## src/rtl/boot_loader_pkg.sv

```systemverilog
// Shared encodings and constants for the boot loader: FSM states, frame sizing
// and the per-state registered control outputs.
package boot_loader_pkg;

    typedef enum logic [2:0] {
        S_IDLE    = 3'd0,
        S_LEN_LO  = 3'd1,
        S_LEN_HI  = 3'd2,
        S_PAYLOAD = 3'd3,
        S_WRITE   = 3'd4,
        S_CHECK   = 3'd5,
        S_DONE    = 3'd6,
        S_ERROR   = 3'd7
    } state_t;

    localparam int HDR_BYTES      = 2;
    localparam int BYTES_PER_WORD = 4;

    typedef struct packed {
        logic ready;
        logic core_rst;
        logic done;
        logic err;
    } ctrl_t;

    // Control outputs are a pure function of the state being entered, so they
    // can be registered together with the state itself.
    function automatic ctrl_t ctrl_of(input state_t s);
        ctrl_t c;
        c = '{ready: 1'b0, core_rst: 1'b1, done: 1'b0, err: 1'b0};
        case (s)
            S_LEN_LO, S_LEN_HI, S_PAYLOAD, S_CHECK: c.ready = 1'b1;
            S_DONE: begin
                c.core_rst = 1'b0;
                c.done     = 1'b1;
            end
            S_ERROR: c.err = 1'b1;
            default: ;
        endcase
        return c;
    endfunction

endpackage

```

## src/rtl/boot_loader_if.sv

```systemverilog
// Byte-stream handshake plus instruction-memory write port of the boot loader.
interface boot_loader_if;

    logic        byte_valid;
    logic [7:0]  byte_data;
    logic        byte_ready;
    logic        wr_en;
    logic [31:0] wr_addr;
    logic [31:0] wr_data;

    modport master (
        output byte_valid, byte_data,
        input  byte_ready, wr_en, wr_addr, wr_data
    );

    modport slave (
        input  byte_valid, byte_data,
        output byte_ready, wr_en, wr_addr, wr_data
    );

endinterface

```

## src/rtl/boot_loader_word_packer.sv

```systemverilog
// Packs accepted payload bytes LSB-first into 32-bit words and pulses word_done
// in the cycle after the fourth byte, while the assembled word is held stable.
module boot_loader_word_packer
    import boot_loader_pkg::*;
(
    input  logic        clk,
    input  logic        rst,
    input  logic        clr,
    input  logic        push,
    input  logic [7:0]  din,
    output logic        last,
    output logic        word_done,
    output logic [31:0] word
);

    logic [1:0]  cnt;
    logic [31:0] sh;

    assign last = (cnt == 2'(BYTES_PER_WORD - 1));
    assign word = sh;

    always_ff @(posedge clk) begin
        if (rst) begin
            cnt       <= '0;
            sh        <= '0;
            word_done <= 1'b0;
        end else begin
            word_done <= push && last;
            if (clr) begin
                cnt <= '0;
            end else if (push) begin
                cnt <= cnt + 2'd1;
            end
            // New bytes enter at the top so the first byte ends up in [7:0].
            if (push) begin
                sh <= {din, sh[31:8]};
            end
        end
    end

endmodule

```

## src/rtl/boot_loader.sv

```systemverilog
// Framed program loader: length header, payload packed into words and written
// to instruction memory, XOR checksum; the core is released only on a good image.
module boot_loader
    import boot_loader_pkg::*;
#(
    parameter int MEM_WORDS = 64
) (
    input  logic         clk,
    input  logic         rst,
    input  logic         start,
    boot_loader_if.slave bus,
    output logic         core_rst,
    output logic         done,
    output logic         err
);

    localparam logic [16:0] MAX_WORDS = 17'(MEM_WORDS);

    state_t      state;
    ctrl_t       ctrl;
    logic [15:0] len;
    logic [15:0] idx;
    logic [7:0]  csum;
    logic [31:0] wr_addr;
    logic [15:0] hdr_len;
    logic        accept;
    logic        restart;
    logic        pk_push;
    logic        pk_last;
    logic        pk_done;
    logic [31:0] pk_word;

    assign accept  = bus.byte_valid && ctrl.ready;
    assign restart = start && (state == S_IDLE || state == S_DONE || state == S_ERROR);
    assign pk_push = accept && (state == S_PAYLOAD);
    assign hdr_len = {bus.byte_data, len[7:0]};

    assign bus.byte_ready = ctrl.ready;
    assign bus.wr_en      = pk_done;
    assign bus.wr_data    = pk_word;
    assign bus.wr_addr    = wr_addr;
    assign core_rst       = ctrl.core_rst;
    assign done           = ctrl.done;
    assign err            = ctrl.err;

    boot_loader_word_packer u_packer (
        .clk       (clk),
        .rst       (rst),
        .clr       (restart),
        .push      (pk_push),
        .din       (bus.byte_data),
        .last      (pk_last),
        .word_done (pk_done),
        .word      (pk_word)
    );

    always_ff @(posedge clk) begin
        if (rst) begin
            state   <= S_IDLE;
            ctrl    <= ctrl_of(S_IDLE);
            len     <= '0;
            idx     <= '0;
            csum    <= '0;
            wr_addr <= '0;
        end else begin
            case (state)
                S_IDLE, S_DONE, S_ERROR: begin
                    if (start) begin
                        state <= S_LEN_LO;
                        ctrl  <= ctrl_of(S_LEN_LO);
                        len   <= '0;
                        idx   <= '0;
                        csum  <= '0;
                    end
                end
                S_LEN_LO: begin
                    if (accept) begin
                        len[7:0] <= bus.byte_data;
                        state    <= S_LEN_HI;
                        ctrl     <= ctrl_of(S_LEN_HI);
                    end
                end
                S_LEN_HI: begin
                    if (accept) begin
                        len[15:8] <= bus.byte_data;
                        if ({1'b0, hdr_len} > MAX_WORDS) begin
                            state <= S_ERROR;
                            ctrl  <= ctrl_of(S_ERROR);
                        end else if (hdr_len == 16'd0) begin
                            state <= S_CHECK;
                            ctrl  <= ctrl_of(S_CHECK);
                        end else begin
                            state <= S_PAYLOAD;
                            ctrl  <= ctrl_of(S_PAYLOAD);
                        end
                    end
                end
                S_PAYLOAD: begin
                    if (accept) begin
                        csum <= csum ^ bus.byte_data;
                        if (pk_last) begin
                            wr_addr <= {14'd0, idx, 2'b00};
                            state   <= S_WRITE;
                            ctrl    <= ctrl_of(S_WRITE);
                        end
                    end
                end
                S_WRITE: begin
                    idx <= idx + 16'd1;
                    if (idx + 16'd1 == len) begin
                        state <= S_CHECK;
                        ctrl  <= ctrl_of(S_CHECK);
                    end else begin
                        state <= S_PAYLOAD;
                        ctrl  <= ctrl_of(S_PAYLOAD);
                    end
                end
                S_CHECK: begin
                    if (accept) begin
                        if (bus.byte_data == csum) begin
                            state <= S_DONE;
                            ctrl  <= ctrl_of(S_DONE);
                        end else begin
                            state <= S_ERROR;
                            ctrl  <= ctrl_of(S_ERROR);
                        end
                    end
                end
                default: begin
                    state <= S_IDLE;
                    ctrl  <= ctrl_of(S_IDLE);
                end
            endcase
        end
    end

endmodule
```

## src/flat_wrapper.sv

```systemverilog
// flat-port wrapper written by rule: the top's interface ports become plain ports
module boot_loader_flat import boot_loader_pkg::*;
#(
    parameter int MEM_WORDS = 64
)
  (clk, rst, start, core_rst, done, err, bus_byte_valid, bus_byte_data, bus_byte_ready, bus_wr_en, bus_wr_addr, bus_wr_data);
  boot_loader_if bus_i ();
  input  logic clk;
  input  logic rst;
  input  logic start;
  output logic core_rst;
  output logic done;
  output logic err;
  input wire logic [$bits(bus_i.byte_valid)-1:0] bus_byte_valid;
  input wire logic [$bits(bus_i.byte_data)-1:0] bus_byte_data;
  output wire logic [$bits(bus_i.byte_ready)-1:0] bus_byte_ready;
  output wire logic [$bits(bus_i.wr_en)-1:0] bus_wr_en;
  output wire logic [$bits(bus_i.wr_addr)-1:0] bus_wr_addr;
  output wire logic [$bits(bus_i.wr_data)-1:0] bus_wr_data;
  assign bus_i.byte_valid = bus_byte_valid;
  assign bus_i.byte_data = bus_byte_data;
  assign bus_byte_ready = bus_i.byte_ready;
  assign bus_wr_en = bus_i.wr_en;
  assign bus_wr_addr = bus_i.wr_addr;
  assign bus_wr_data = bus_i.wr_data;
  boot_loader #(.MEM_WORDS(MEM_WORDS)) u_core (.clk(clk), .rst(rst), .start(start), .bus(bus_i), .core_rst(core_rst), .done(done), .err(err));
endmodule
```

## config.mk

```make
export PLATFORM = sky130hd
export DESIGN_NAME = boot_loader_flat
export DESIGN_NICKNAME = d
export VERILOG_FILES = /design/src/rtl/boot_loader_pkg.sv /design/src/rtl/boot_loader_if.sv /design/src/rtl/boot_loader_word_packer.sv /design/src/rtl/boot_loader.sv /design/src/flat_wrapper.sv
export SDC_FILE = /design/constraint.sdc
export NUM_CORES = 1
export LEC_CHECK = 0
export CAP_MARGIN = 15
export CORE_MARGIN = 5
export CORE_UTILIZATION = 54
export DETAILED_ROUTE_END_ITERATION = 10
export DONT_BUFFER_PORTS = 1
export PLACE_DENSITY = 0.69
export SLEW_MARGIN = 20
export SYNTH_ARGS = -nofsm -noshare
export SYNTH_HDL_FRONTEND = slang
export SYNTH_SLANG_ARGS = --single-unit
```

## constraint.sdc

```tcl
create_clock -name clk -period 2.5 [get_ports clk]
set_input_delay 0.5 -clock clk [delete_from_list [all_inputs] [get_ports clk]]
set_output_delay 0.5 -clock clk [all_outputs]
set_load 0.005 [all_outputs]
```

==> qor.yml <==
hp-class: "in2reg"
r2r_cells: 6
final_common_cell: "nand2_1"
max_stage_delay_ps: 560
die_x_um: 103.7
path_class: "reg2reg"
synth_top_flop_cell: "dfxtp_1"
synthCells: 609
clk_latency_ps: 370
finalHoldViolCount: 0
cts_root_buf: "clkbuf_8"
drv_slew: 0
io_buffers: 0
max_freq_mhz: 435.7
yosysUniqueCellTypes: 56
setup_viol_count_final: 0
drtPass1Iterations: 5
switchingPower_mw: 1.090
drive_gt1_share_pct: 9.015
core_area_sq_mm: 0.008636
fin_skew_ps: 9.759
worstSetupStartpointType: "flip-flop"
grt_max_degree: 90
slew_headroom_pct: 51.61
grt_usage_pct: 22.16
stdcell_count: 707
async_flop_share_pct: 0
die_h_um: 103.7
synth-simple-area-share_pct: 26.84
seqPwrFrac_pct: 49.0
ys_ff_latch: 98
p_sw_share_pct: 32.07
synth-adder-area-share_pct: 0.5283
worst_slack_ps: 204.8
grt_pass1_vias: 3941
synth_top_family_by_area: "simple AND/OR/NAND/NOR gates"
start_util_pct: 54.85
synth_compound_area_share_pct: 17.01
cts_tree: "done"
min_path_cells: 1
wire_per_inst_um: 16.97
clkSinkCount: 98
final_cell_mix: "nand2_1 (111), dfxtp_1 (97), a21oi_1 (82), nor2_1 (54), nand3_1 (29)"
dpl.cell_count: 691
htreeDepth: 3
dpl_cell_area_sq_mm: 0.004757
maxCapViolCount: 0
cts_buffer_depth: 2
dieArea_sq_mm: 0.01075
pwr-share-comb_pct: 18.0
ys.warnings.count: 0
power_density_mw_per_mm2: 681.1
leakage_nw: 1.738
grt_overflow: 0
synth_edf_count: 0
drt_iter0_drc: 242
finalInstanceArea_sq_mm: 0.004990
required_ps: 2820
antennaDiodeCount: 0
vdd_drop_max_mv: 0.3653
synth_mux_area_share_pct: 2.113
fin_crit_ps: 2295
crit_slowest_cell: "dfxtp_1"
path_cells: "nand4_4 > nor4_4 > xnor2_1 > o2111ai_1 > nor4_1 > a31o_2"
ios: 81
pre_cts_ws_ps: 146.2
syn_avg_cell_area_sq_um: 7.778
synth_xor_xnor_area_share_pct: 5.547
drc: 0
wirelength_um: 12000
clk_pin_slew_ps: 110
crit_arrival_ps: 2620
netlist_area_sq_mm: 0.004737
pwr-share-clk_pct: 32.9
antenna_found_initial: 0
hold_slack_ps: 184.0
critPathMaxFanout: 10
routabilityCongestion: 0.9028
vias: 4117
dpl.hpwl_um: 8326
rows: 34
min_period_over_period_pct: 91.81
numCtsBuffers: 9
worst_pin_slew_ps: 725.9
fillers: 829
postRouteAntennaNets: 0
fin_nets: 608
drt-vias-per-instance: 5.823
intPower_mw: 2.308
cp-end-kind: "flip-flop"
area_growth_pct: 5.336
ys_seq_area_share_pct: 41.42
status: "finished clean"
utilization_pct: 57.78
grt_pass1_wl_um: 19990
## per-stage QoR
step / power (mW) / TNS, ps
after floorplan: 2.181 / 0
after global placement: 2.296 / 0
after detailed placement: 2.302 / 0
after CTS: 3.411 / 0
after global routing: 3.573 / -3.018
final: 3.398 / 0
## worst max-delay path, delay by kind of cell, from the launching register on
family	cells	cell delay, ps
simple gates	3	1160
flops	1	560
xor+xnor	1	170
compound gates	2	350
## area by class of cell
class                           instances  area (sq um)  share of cell area (%)
Multi-Input combinational cell        464          2542                   50.95
Sequential cell                        98          1963                   39.34
Tap cell                              108         135.1                   2.708
Clock buffer                            9         123.9                   2.482
Clock inverter                          7         97.59                   1.956
Timing Repair Buffer                   13         97.59                   1.956
Inverter                                8         30.03                  0.6018
## flip-flops by register name, indices dropped and copies added, names as in the netlist
signal                     cells
u_core.idx                    16
u_core.done                    1
u_core.err                     1
u_core.core_rst                1
u_core.u_packer.word_done      1
u_core.bus.byte_ready          1
u_core.len                    16
u_core.bus.wr_addr            16
u_core.u_packer.cnt            2
u_core.u_packer.word          32
u_core.state                   3
u_core.csum                    8
## power by group through the flow
stage | Combinational (mW) | Sequential, mW | Clock (mW)
after floorplan | 0.504 | 1.68 | 0
after global placement | 0.595 | 1.70 | 0
after detailed placement | 0.601 | 1.70 | 0
after CTS | 0.606 | 1.67 | 1.14
after global routing | 0.689 | 1.68 | 1.21
final | 0.612 | 1.67 | 1.12
## timing repair
item | in CTS | in global routing
buffers inserted | 0 | 0
gates resized for setup | 0 | 3
hold buffers | 0 | 0
endpoints found under the setup margin | 0 | 2
## synth_stat cells (3+ instances only)
library cell | count | share of area, %
or2_2 | 10 | 1.3
nand2b_1 | 3 | 0.40
nand3b_1 | 3 | 0.48
nor4_1 | 9 | 1.2
xnor2_1 | 14 | 2.6
a21oi_1 | 82 | 8.7
a22oi_1 | 10 | 1.6
nand2_1 | 111 | 8.8
o21ai_0 | 27 | 2.9
a31oi_1 | 4 | 0.53
or3_1 | 4 | 0.53
and3_1 | 5 | 0.66
buf_2 | 10 | 1.1
and2_1 | 3 | 0.40
inv_1 | 8 | 0.63
nand3_1 | 30 | 3.2
dfxtp_1 | 98 | 41
buf_4 | 16 | 2.5
nor3_1 | 8 | 0.85
clkbuf_1 | 26 | 2.1
o311ai_0 | 3 | 0.55
mux2i_1 | 10 | 2.1
nor2b_1 | 3 | 0.40
xor2_1 | 16 | 3.0
nor2_1 | 55 | 4.4
a211oi_1 | 3 | 0.48
## cells by family after synthesis
group,count (synthesis)
DFF,98
xor gates and xnor gates,30
and+or+nand+nor,263
AOI/OAI and AO/OA,143
muxes,10
other,1
adders and majority gates,2
buffers and inverters,62
## routing by layer
layer | vias to the layer above | share of wire [%] | GRT usage [%] | wire [um]
met5 | - | 0 | 0 | 0
met4 | 0 | 2.4 | 8.048 | 289
met3 | 17 | 6.6 | 5.535 | 795
met2 | 115 | 48 | 36.38 | 5704
met1 | 1949 | 43 | 28.13 | 5210
li1 | 2036 | - | - | -
## path summary, 6_finish.rpt
path         slack, ps                           startpoint                              endpoint
max                200           u_core.idx[4]$_SDFFE_PP0P_          u_core.state[2]$_SDFFE_PP0P_
min                180                                  rst  u_core.u_packer.word[5]$_SDFFE_PP0P_
max reg2reg        200           u_core.idx[4]$_SDFFE_PP0P_          u_core.state[2]$_SDFFE_PP0P_
min reg2reg        470  u_core.u_packer.cnt[1]$_SDFFE_PP0P_   u_core.u_packer.cnt[1]$_SDFFE_PP0P_
No activity file was read; power rests on OpenSTA's default activity.
